<file path="config.mk">
export PLATFORM = sky130hd
export DESIGN_NAME = seg_scroll_buf_flat
export DESIGN_NICKNAME = d
export VERILOG_FILES = /design/src/rtl/seg_scroll_buf_if.sv /design/src/rtl/seg_scroll_buf.sv /design/src/flat_wrapper.sv
export SDC_FILE = /design/constraint.sdc
export NUM_CORES = 1
export LEC_CHECK = 0
export ABC_AREA = 1
export BUFFER_PORTS_ARGS = -buffer_cell sky130_fd_sc_hd__buf_4
export CAP_MARGIN = 0
export CORE_MARGIN = 5
export CORE_UTILIZATION = 49
export CTS_BUF_LIST = sky130_fd_sc_hd__clkbuf_16
export CTS_CLUSTER_SIZE = 14
export DETAILED_ROUTE_END_ITERATION = 16
export PLACE_DENSITY = 0.66
export SYNTH_ARGS = -nofsm -noshare
export SYNTH_HDL_FRONTEND = slang
export SYNTH_SLANG_ARGS = --single-unit
</file>
<file path="constraint.sdc">
create_clock -name clk -period 3.75 [get_ports clk]
set_clock_uncertainty 0.15 [all_clocks]
set_input_delay 0.5625 -clock clk [delete_from_list [all_inputs] [get_ports clk]]
set_output_delay 0.5625 -clock clk [all_outputs]
set_load 0.1 [all_outputs]
</file>
<file path="src/rtl/seg_scroll_buf_if.sv">
// ---------------------------------------------------------------------------
// seg_scroll_buf_if
// Bundles the control, message-write and display signals of the
// seven-segment scroll buffer.
//
// Signals:
//   run      1 = prescaler counts and scrolling proceeds, 0 = hold
//   dir      1 = pointer increments (text moves left), 0 = decrements
//   clr      synchronous restart of pointer and prescaler
//   wr_en    message write strobe
//   wr_addr  message entry index (AW bits)
//   wr_data  4-bit digit code to store
//   dig3     leftmost displayed code  (msg[pos])
//   dig2     middle displayed code    (msg[pos+1])
//   dig1     rightmost displayed code (msg[pos+2])
//   pos      current scroll pointer
//   step     one-cycle pulse in the cycle after the pointer moved
//
// Modports:
//   master - drives control/write signals, observes display outputs
//   slave  - the scroll buffer itself
// ---------------------------------------------------------------------------
interface seg_scroll_buf_if #(
  parameter int AW = 3
);
  logic          run;
  logic          dir;
  logic          clr;
  logic          wr_en;
  logic [AW-1:0] wr_addr;
  logic [3:0]    wr_data;
  logic [3:0]    dig3;
  logic [3:0]    dig2;
  logic [3:0]    dig1;
  logic [AW-1:0] pos;
  logic          step;

  modport master (
    output run, dir, clr, wr_en, wr_addr, wr_data,
    input  dig3, dig2, dig1, pos, step
  );

  modport slave (
    input  run, dir, clr, wr_en, wr_addr, wr_data,
    output dig3, dig2, dig1, pos, step
  );
endinterface

</file>
<file path="src/rtl/seg_scroll_buf.sv">
// ---------------------------------------------------------------------------
// seg_scroll_buf
// Message buffer and scroll sequencer for the 3-digit seven-segment display.
// Holds MSG_LEN 4-bit digit codes and a scroll pointer that advances once
// every 2^DIV_W enabled clocks. Three consecutive message entries starting
// at the pointer (wrapping around the message) are presented, registered,
// to the per-digit seven-segment decoders.
//
// Parameters:
//   DIV_W    prescaler width; one scroll step every 2^DIV_W enabled clocks
//   MSG_LEN  number of message entries (3..16)
//   AW       pointer/address width, 2^AW >= MSG_LEN
//
// Ports:
//   clk   system clock
//   rst   asynchronous, active-high reset
//   bus   seg_scroll_buf_if.slave (run/dir/clr, message write port,
//         dig3/dig2/dig1 display codes, pos, step)
// ---------------------------------------------------------------------------
module seg_scroll_buf #(
  parameter int DIV_W   = 24,
  parameter int MSG_LEN = 6,
  parameter int AW      = 3
) (
  input  logic          clk,
  input  logic          rst,
  seg_scroll_buf_if.slave bus
);

  localparam logic [AW:0] MSG_LEN_W = (AW+1)'(MSG_LEN);
  localparam logic [AW:0] ONE_W     = (AW+1)'(1);
  localparam logic [AW:0] TWO_W     = (AW+1)'(2);
  localparam logic [AW:0] BACK_W    = (AW+1)'(MSG_LEN - 1);

  logic [3:0]       msg [MSG_LEN];
  logic [DIV_W-1:0] presc;
  logic [AW-1:0]    pos_q;
  logic             step_q;
  logic [3:0]       dig3_q;
  logic [3:0]       dig2_q;
  logic [3:0]       dig1_q;
  logic             scroll_evt;
  logic             wr_ok;

  // Modular index: (base + off) mod MSG_LEN, computed one bit wider than the
  // pointer so a single conditional subtract suffices for any MSG_LEN.
  // Stepping backwards is done by adding MSG_LEN-1.
  function automatic logic [AW-1:0] add_mod(input logic [AW-1:0] base,
                                            input logic [AW:0]   off);
    logic [AW:0] sum;
    sum = {1'b0, base} + off;
    if (sum >= MSG_LEN_W)
      sum = sum - MSG_LEN_W;
    return sum[AW-1:0];
  endfunction

  // clr suppresses the scroll event even when the prescaler is about to wrap.
  assign scroll_evt = bus.run && !bus.clr && (presc == '1);
  assign wr_ok      = bus.wr_en && ({1'b0, bus.wr_addr} < MSG_LEN_W);

  // Prescaler and scroll pointer; clr takes priority over run.
  always_ff @(posedge clk or posedge rst) begin
    if (rst) begin
      presc  <= '0;
      pos_q  <= '0;
      step_q <= 1'b0;
    end else begin
      step_q <= scroll_evt;
      if (bus.clr) begin
        presc <= '0;
        pos_q <= '0;
      end else begin
        if (bus.run)
          presc <= presc + 1'b1;
        if (scroll_evt)
          pos_q <= bus.dir ? add_mod(pos_q, ONE_W) : add_mod(pos_q, BACK_W);
      end
    end
  end

  // Message store; out-of-range addresses are dropped, writes ignore run/clr.
  always_ff @(posedge clk or posedge rst) begin
    if (rst) begin
      for (int i = 0; i < MSG_LEN; i++)
        msg[i] <= 4'hF;
    end else if (wr_ok) begin
      msg[bus.wr_addr] <= bus.wr_data;
    end
  end

  // Display registers sample the pointer and message as they stand before
  // the edge, so any pointer/message update shows up one clock later.
  always_ff @(posedge clk or posedge rst) begin
    if (rst) begin
      dig3_q <= 4'hF;
      dig2_q <= 4'hF;
      dig1_q <= 4'hF;
    end else begin
      dig3_q <= msg[pos_q];
      dig2_q <= msg[add_mod(pos_q, ONE_W)];
      dig1_q <= msg[add_mod(pos_q, TWO_W)];
    end
  end

  assign bus.dig3 = dig3_q;
  assign bus.dig2 = dig2_q;
  assign bus.dig1 = dig1_q;
  assign bus.pos  = pos_q;
  assign bus.step = step_q;

endmodule

</file>
<file path="src/flat_wrapper.sv">
// flat-port wrapper written by rule: the top's interface ports become plain ports
module seg_scroll_buf_flat 
#(
  parameter int DIV_W   = 24,
  parameter int MSG_LEN = 6,
  parameter int AW      = 3
)
  (clk, rst, bus_run, bus_dir, bus_clr, bus_wr_en, bus_wr_addr, bus_wr_data, bus_dig3, bus_dig2, bus_dig1, bus_pos, bus_step);
  seg_scroll_buf_if #(.AW(AW)) bus_i ();
  input  logic clk;
  input  logic rst;
  input wire logic [$bits(bus_i.run)-1:0] bus_run;
  input wire logic [$bits(bus_i.dir)-1:0] bus_dir;
  input wire logic [$bits(bus_i.clr)-1:0] bus_clr;
  input wire logic [$bits(bus_i.wr_en)-1:0] bus_wr_en;
  input wire logic [$bits(bus_i.wr_addr)-1:0] bus_wr_addr;
  input wire logic [$bits(bus_i.wr_data)-1:0] bus_wr_data;
  output wire logic [$bits(bus_i.dig3)-1:0] bus_dig3;
  output wire logic [$bits(bus_i.dig2)-1:0] bus_dig2;
  output wire logic [$bits(bus_i.dig1)-1:0] bus_dig1;
  output wire logic [$bits(bus_i.pos)-1:0] bus_pos;
  output wire logic [$bits(bus_i.step)-1:0] bus_step;
  assign bus_i.run = bus_run;
  assign bus_i.dir = bus_dir;
  assign bus_i.clr = bus_clr;
  assign bus_i.wr_en = bus_wr_en;
  assign bus_i.wr_addr = bus_wr_addr;
  assign bus_i.wr_data = bus_wr_data;
  assign bus_dig3 = bus_i.dig3;
  assign bus_dig2 = bus_i.dig2;
  assign bus_dig1 = bus_i.dig1;
  assign bus_pos = bus_i.pos;
  assign bus_step = bus_i.step;
  seg_scroll_buf #(.DIV_W(DIV_W), .MSG_LEN(MSG_LEN), .AW(AW)) u_core (.clk(clk), .rst(rst), .bus(bus_i));
endmodule
</file>
### Word-level counts from Yosys, hierarchy flattened

Cells that the tools add are included.

| word-level totals | value |
|---|---|
| bits of input ports | 13 |
| bits in registers | 64 |

| operators by class | value |
|---|---|
| equal/unequal tests | 1 |
| $add $sub $neg | 7 |
| muxes and demuxes | 20 |
| bitwise operators | 4 |
| $lt $le $gt $ge | 9 |
| reductions and logical operators | 7 |

Operators by type and width:

| cell | number |
|---|---|
| 24-bit two-way mux | 2 |
| 4-bit binary-select mux with 3-bit select | 3 |
| 4-bit two-way mux | 7 |
| 24-bit by 1-bit adder with 24-bit output (second input constant) | 1 |
| 24-bit bitwise mux | 1 |
| 24-bit == test (second input constant) | 1 |
| 3-bit two-way mux | 6 |
| 4-bit >= comparator (second input constant) | 4 |
| 3-bit inverter with 4-bit output | 4 |
| 4-bit demux with 3-bit select | 1 |
| 4-bit by 3-bit >= comparator with 1-bit output (second input constant) | 3 |
| 3-bit subtractor (second input constant) | 3 |
| 3-bit by 1-bit adder with 4-bit output (second input constant) | 1 |
| 3-bit by 2-bit adder with 4-bit output (second input constant) | 1 |
| 3-bit by 3-bit adder with 4-bit output (second input constant) | 1 |
| 1-bit logical AND | 4 |
| 4-bit by 1-bit < comparator with 1-bit output (second input constant) | 1 |
| 2-bit nonzero test | 2 |
| 3-bit < comparator (second input constant) | 1 |
| 1-bit logical NOT | 1 |

### Longest topological paths before layout

Gate-level depths: netlist of run 1.

| depth | value |
|---|---|
| depth after elaboration | 7 |
| gate-level depth with buffers | 12 |

### Worst setup path after synthesis of run 1

OpenSTA, ideal clock, no wires.

| timing path | value |
|---|---|
| path kind | reg-to-reg |
| start point | register u_core.pos_q[1], in the netlist u_core.bus.pos[1] |
| end point | register u_core.dig2_q[2], in the netlist u_core.bus.dig2[2] |
| arrival time | 2.444 ns |
| library setup time | 0.060 ns |
| data required time | 3.540 ns |
| path slack | 1.096 ns |
| cell stages (with the launch flop) | 10 |
| period minus slack after synthesis | 2.654 ns |
| cell sequence | dfrtp_1 -> inv_1 -> ha_1 -> inv_1 -> nand3_1 -> nand3_1 -> nand2_1 -> a21oi_2 -> nand2_1 -> nand2_1 |

| between the ends | value |
|---|---|
| word-level cells in the longest chain between the ends | 7 |
| elaborated cells on any way between the ends | 8 |
| classes of those cells | 2 x add/sub; 1 x order compare; 4 x mux; 1 x bitwise |

Ends and longest elaborated chain:

| item | line | RTL |
|---|---|---|
| start, declared | seg_scroll_buf.sv:37 | `logic [AW-1:0] pos_q;` |
| start signal, assigned | seg_scroll_buf.sv:76 | `pos_q <= bus.dir ? add_mod(pos_q, ONE_W) : add_mod(pos_q, BACK_W);` |
| 3-bit by 1-bit adder with 4-bit output (*) | seg_scroll_buf.sv:51 | `sum = {1'b0, base} + off;` |
| 4-bit by 3-bit >= comparator with 1-bit output / 3-bit subtractor (equally long branches) | seg_scroll_buf.sv:52, seg_scroll_buf.sv:53 |  |
| 3-bit two-way mux (*) | seg_scroll_buf.sv:52 | `if (sum >= MSG_LEN_W)` |
| 3-bit inverter with 4-bit output (not written as such) (*) | seg_scroll_buf.sv:100 | `dig2_q <= msg[add_mod(pos_q, ONE_W)];` |
| 4-bit binary-select mux with 3-bit select (*) | seg_scroll_buf.sv:100 |  |
| 4-bit two-way mux (not written as such) (*) (2 in series) | seg_scroll_buf.sv:100 |  |
| end signal, assigned | seg_scroll_buf.sv:100 |  |
| end, declared | seg_scroll_buf.sv:40 | `logic [3:0] dig2_q;` |

Every way passes the cells marked *; elsewhere a longest branch is shown, timed or not. The select of a mux whose other input is x is not followed.
A chain may end at the register's enable or synchronous reset.

### Worst setup path after layout of run 1

Same ends and word-level chain as after synthesis.

==> results.md, run 1 <==
* Port Buffer Count at 28
* CP Cell Sequence: inv_1 -> ha_1 -> inv_1 -> nand3_1 -> nand3_1 -> nand2_1 -> a21oi_2 -> nand2_1 -> nand2_1
* Worst-skew pair later-pin latency at 0.33 ns
* Asr flop ratio synth at 100%
* Clock Tree Root: clkbuf_16
* Final period util at 59.5%
* Yosys top cell area share at 25.8%
* Ant. Diodes at 0
* Hpwl dp at 5.98 mm
* Part of the Yosys area used for sequential elements at 44.9%
* WL final at 8.39 mm
* Max-Cap Viols at 0
* CTS tree: done
* Initial antenna violation count at 0
* Synth area leaders: dfstp_2 (26%), dfrtp_1 (19%), nand2_1 (14%)
* Post-layout util at 58.7%
* Post-synthesis cell count at 473
* RR Endpoint: u_core.bus.dig2[2]
* Width of the die at 96.5 um
* Worst hold slack at 0.302 ns
* Cell count after placement at 594
* Worst path most repeated cell: nand2_1
* Cell Rows at 31
* Netlist Area Pre-Place at 3670 sq um
* Startpoint Class: flop
* Finished Layout Cells at 610
* Family with the most delay on the worst path: flip-flops
* CTS resizes at 0
* Clock slew at reported path FFs at 0.05 ns
* Crit path buffers/inverters at 2
* Final Max Slew Viols at 0
* CP Max Fanout at 11
* Reg2Reg Launch Point: u_core.bus.pos[1]
* CP max-delay cell: dfrtp_1
* Vias per inst at 5.14
* # IOs at 29
* First-pass DRT Iterations at 5
* GRT Overall Usage at 20.3%
* Remaining antenna violation count at 0
* Die area at 9320 sq um
* Crit Path Category: reg -> reg
* GRT overflow at 0
* Vias at 3133
* Most common cell in the netlist: nand2_1
* CP required at 3.87 ns
* CTS H-tree depth at 3
* Layout overhead on the synthesized area at 16.0%
* Final setup TNS at 0 ns
* Drt drc at 0
* Minimum clock period at 2.23 ns
* Crit path largest cell delay at 0.54 ns
* Pwr/cell area at 512 nW/um^2
* Die height at 96.5 um
* EDFF count, synth at 0
* Yosys warning count at 0
* Setup Viol. Count Final at 0
* CTS sink cnt at 64
* Vias in the first global route at 2982
* CP Launch Point: u_core.bus.pos[1]
* Layout cells sized above 1 at 21.3%
* Crit path depth at 9
* RD Place Congestion at 0.859
* Slew @ Worst Pin at 0.941 ns
* Mapped Nets at 493
* Leak at 2.01 nW
* Multi-input gate area at 1790 sq um
* Hold Vio Cnt, Final at 0
* Status: finished, final reports clean
* Max VDD drop at 0.305 mV
* DR WL/cell at 13.8 um
* Post-synthesis register bit count at 64
* FILL cells at 663
* CP endpoint kind: flop
* Post-synth top flop: dfstp_2
* Synth unique cells at 36
* Arr. time, crit path at 2.35 ns
* Hold buffers post-CTS at 0
* RSZ-0062 raised after global routing: false
* Slew margin rel. at 37.1%
* Global-route wire length before repair at 14.4 mm
* Leading area contributor after synthesis: dfstp_2
* Worst setup endpoint: u_core.bus.dig2[2]
* Final net count at 526
* Core Footprint at 7250 sq um
* CTS Buf Count at 9
* Storage cell area at 1650 sq um
* HP Class: in -> async
* Synth cell count leaders: nand2_1 (140), o21ai_0 (53), inv_1 (47)
* 1st-iter DRT viols at 140
* Initial Util at 50.6%
* Postcts setup bufs at 0
* Worst reg-to-reg setup slack at 1.52 ns
* Avg Cell Area, Syn at 7.76 sq um
* FF-to-FF path depth at 9
* Highest Clock Rate at 448 MHz
* CTS Buffer Depth at 2
* Largest net degree at the start of global routing at 47
## power by group
group	internal, mW	leakage [nW]	switching [mW]
clock network	0.502	0.147	0.285
registers	0.830	0.766	0.0526
logic	0.117	1.10	0.390
## registers in the layout, indices dropped and copies added, names as in the netlist
register / flops
u_core.bus.pos: 3
u_core.bus.dig1: 4
u_core.presc: 24
u_core.bus.dig2: 4
u_core.msg: 24
u_core.bus.step: 1
u_core.bus.dig3: 4
## layer usage
layer	wire, um	GRT usage, %	part of all wire (%)
met5	0	0	0
met4	153	7.94	1.8
met3	452	4.88	5.4
met2	3600	29.3	43
met1	4190	29.3	50
## per-stage QoR
step                cell area [sq um]  worst slack, ns  power (mW)
finish                           4250             1.52        2.18
global route                     4250             1.33        2.27
CTS                              4250             1.53        2.20
detailed placement               3970             1.55        1.40
global placement                 3970             1.69        1.39
floorplan                        3670             1.10        1.27
## worst min-delay path by stage
stage / start / to / slack [ns] / depth (start not counted)
floorplan: u_core.msg[0] / u_core.msg[0] / 0.32 / 2
global placement: u_core.msg[0] / u_core.msg[0] / 0.33 / 2
detailed placement: u_core.msg[1] / u_core.msg[1] / 0.34 / 2
CTS: rst / u_core.presc[11] / 0.34 / 2
global route: u_core.msg[23] / u_core.msg[23] / 0.37 / 2
finish: rst / u_core.presc[16] / 0.30 / 2
## kinds of logic (layout without fill, tap and decap cells)
logic type,after synthesis,after routing,share of synthesized area (%)
XOR/XNOR,1,1,0.239
multiplexers,3,3,0.819
AND/OR/NAND/NOR,258,258,33.1
adder cells (fa/ha/maj),7,7,2.39
flip-flops,64,64,44.9
buffers and inverters,57,95,6.21
AO/OA/AOI/OAI,83,83,12.3
## placed cells by master, fill, tap and decap left out, types with 2 or more instances in the layout
cell type	count
nand3_4	2
nor2_8	3
nand4_1	5
o21ai_2	3
nand2_2	7
nor3b_1	3
o22ai_1	8
nand3_1	31
nor2_1	46
nor3_1	10
nor2_2	2
clkinv_1	2
nand2_4	4
nand3_2	2
a21oi_1	13
dfrtp_1	28
o21ai_0	53
clkinv_2	2
buf_4	30
clkbuf_16	9
ha_1	7
mux2i_1	3
inv_1	48
inv_2	3
dfstp_2	36
nand2_1	140
## final cells by class
| cell class | instances | share of cell area, % |
|---|---|---|
| Multi-Input combinational cell | 352 | 42.2 |
| Tap cell | 99 | 2.91 |
| Clock buffer | 9 | 5.29 |
| Clock inverter | 7 | 1.29 |
| Sequential cell | 64 | 38.7 |
| Inverter | 49 | 4.32 |
| Timing Repair Buffer | 30 | 5.29 |
Power figures use the tool's default switching activity.
==> run 2, diff against run 1 <==
clock period = 2.1 ns   (was 3.75 ns; I/O delays follow)
==> results.md, run 2 (synthesis results as in run 1) <==
* Finished Layout Cells at 613 (was 610)
* Combinational power share at 23.4% (was 23.3%)
* Largest net degree at the start of global routing at 44 (was 47)
* Slew @ Worst Pin at 0.499 ns (was 0.941 ns)
* Status: finished, final reports clean (unchanged)
* Max-Cap Viols at 0 (unchanged)
* Layout overhead on the synthesized area at 17.5% (was 16.0%)
* Sw power at 1.33 mW (was 0.728 mW)
* CP endpoint kind: flop (unchanged)
* Final Max Slew Viols at 0 (unchanged)
* Reg2Reg Launch Point: u_core.bus.pos[1] (unchanged)
* Placed Area at 4020 sq um (was 3970 sq um)
* RD Place Congestion at 0.851 (was 0.859)
* Slew margin rel. at 66.7% (was 37.1%)
* Startpoint Class: flop (unchanged)
* Cell count after placement at 596 (was 594)
* Vias at 3220 (was 3133)
* Worst hold slack at 0.133 ns (was 0.302 ns)
* CP Max Fanout at 11 (unchanged)
* Leak at 2.03 nW (was 2.01 nW)
* Layout cells sized above 1 at 23.2% (was 21.3%)
* Clock Tree Root: clkbuf_16 (unchanged)
* Hpwl dp at 6.11 mm (was 5.98 mm)
* Ant. Diodes at 0 (unchanged)
* DR WL/cell at 13.7 um (was 13.8 um)
* Postcts setup bufs at 0 (unchanged)
* Clock slew at reported path FFs at 0.05 ns (about the same)
* Setup Viol. Count Final at 0 (unchanged)
* Clock network power share at 36.1% (was 36.2%)
* RR Endpoint: u_core.bus.dig2[2] (unchanged)
* Final setup TNS at 0 ns (unchanged)
* Hold wc startpoint: bus_dir
* Initial antenna violation count at 0 (unchanged)
* Remaining antenna violation count at 0 (unchanged)
* First-pass DRT Iterations at 5 (unchanged)
* RSZ-0062 raised after global routing: false (unchanged)
* Die area at 9320 sq um (unchanged)
* WHS Endpoint: u_core.bus.pos[1]
* Seq pwr share at 40.5% (about the same)
* Arr. time, crit path at 2.02 ns (was 2.35 ns)
* GRT overflow at 0 (unchanged)
* CTS H-tree depth at 3 (unchanged)
* CP required at 2.22 ns (was 3.87 ns)
* Drt drc at 0 (unchanged)
* Hold Vio Cnt, Final at 0 (unchanged)
* Vias in the first global route at 3036 (was 2982)
* Post-layout util at 59.4% (was 58.7%)
* Cell Rows at 31 (unchanged)
* Initial Util at 50.6% (unchanged)
* Global-route wire length before repair at 14.4 mm (about the same)
* FF-to-FF path depth at 9 (unchanged)
* Die height at 96.5 um (unchanged)
* Hold path cells at 4
* Port Buffer Count at 28 (unchanged)
* Core Footprint at 7250 sq um (unchanged)
* HP Class: in -> reg (was in -> async)
* CTS Buffer Depth at 2 (unchanged)
* Final period util at 90.7% (was 59.5%)
* WL final at 8.38 mm (was 8.39 mm)
* CTS sink cnt at 64 (unchanged)
* Minimum clock period at 1.90 ns (was 2.23 ns)
* Most frequent cells in the layout: nand2_1 (140), o21ai_0 (53), inv_1 (46), nor2_1 (46), dfstp_2 (36) (was nand2_1 (140), o21ai_0 (53), inv_1 (48))
* Crit Path Category: reg -> reg (unchanged)
* Highest Clock Rate at 525 MHz (was 448 MHz)
* Internal power at 2.55 mW (was 1.45 mW)
* CTS tree: done (unchanged)
* # IOs at 29 (unchanged)
* GRT Overall Usage at 20.0% (was 20.3%)
* Width of the die at 96.5 um (unchanged)
* Max VDD drop at 0.439 mV (was 0.305 mV)
* Top Registers: u_core.msg: 24 flops, u_core.presc: 24 flops (unchanged)
* Pwr/cell area at 901 nW/um^2 (was 512 nW/um^2)
* Post-route cell area at 4310 sq um (was 4250 sq um)
* Worst-skew pair later-pin latency at 0.33 ns (about the same)
* Commonest non-fill, non-tap cell in the layout: nand2_1 (unchanged)
* Vias per inst at 5.25 (was 5.14)
* Final net count at 529 (was 526)
* Sw frac at 34.2% (was 33.4%)
* 1st-iter DRT viols at 177 (was 140)
* CTS Buf Count at 9 (unchanged)
* Worst reg-to-reg setup slack at 0.20 ns (was 1.52 ns)
## run 2: power groups by stage
stage | clock [mW] | sequential, mW | combinational (mW)
6_report | 1.40 | 1.57 | 0.910
5_1_grt | 1.49 | 1.59 | 0.981
4_1_cts | 1.43 | 1.57 | 0.915
3_5_place_dp | 0 | 1.59 | 0.909
3_3_place_gp | 0 | 1.58 | 0.899
2_1_floorplan | 0 | 1.99 | 0.289
## run 2: area by class of cell
cell class | instances | area, sq um
fill | 679 | 2940
clock buffer | 10 | 250
clock inverter | 6 | 32.5
tap | 99 | 124
inverter | 49 | 184
multi-input combinational | 352 | 1810
timing repair buffer | 33 | 263
sequential | 64 | 1650
## run 2: repair_timing
action / CTS / global route
resized for setup: 0 / 0
hold buffers: 1 / 0
endpoints found under the hold margin: 10 / 0
## run 2: worst max path at each step
stage | startpoint | endpoint | slack, ns | cells past startpoint
2_1_floorplan | rst | u_core.bus.pos[0] | -0.04 | 1
3_3_place_gp | u_core.bus.pos[1] | u_core.bus.dig2[2] | 0.30 | 9
3_5_place_dp | u_core.bus.pos[1] | u_core.bus.dig2[1] | 0.22 | 9
4_1_cts | u_core.bus.pos[1] | u_core.bus.dig2[1] | 0.20 | 9
5_1_grt | u_core.bus.pos[1] | u_core.bus.dig2[0] | 0.06 | 9
6_report | u_core.bus.pos[1] | u_core.bus.dig2[2] | 0.20 | 9
## run 2: critical path, stage by stage (launching register included)
cell	delay (ns)
dfrtp_2	0.49
inv_2	0.16
ha_4	0.24
inv_1	0.15
nand3_1	0.10
nand3_1	0.07
nand2_1	0.14
a21oi_2	0.21
nand2_1	0.07
nand2_1	0.07
## run 2: metal layers
metal  vias up  share of wire [%]  GRT usage [%]
li1       1613                  -              -
met1      1516                 50           28.7
met2        81                 44           30.7
met3        10                4.2           3.33
met4         0                1.4           6.78
met5         -                  0              0
## run 2: stage by stage
| step | total power [mW] | setup slack, ns |
|---|---|---|
| finish | 3.88 | 0.196 |
| CTS | 3.91 | 0.196 |
| floorplan | 2.28 | -0.0400 |
| global route | 4.06 | 0.0629 |
| detailed placement | 2.50 | 0.217 |
| global placement | 2.48 | 0.297 |
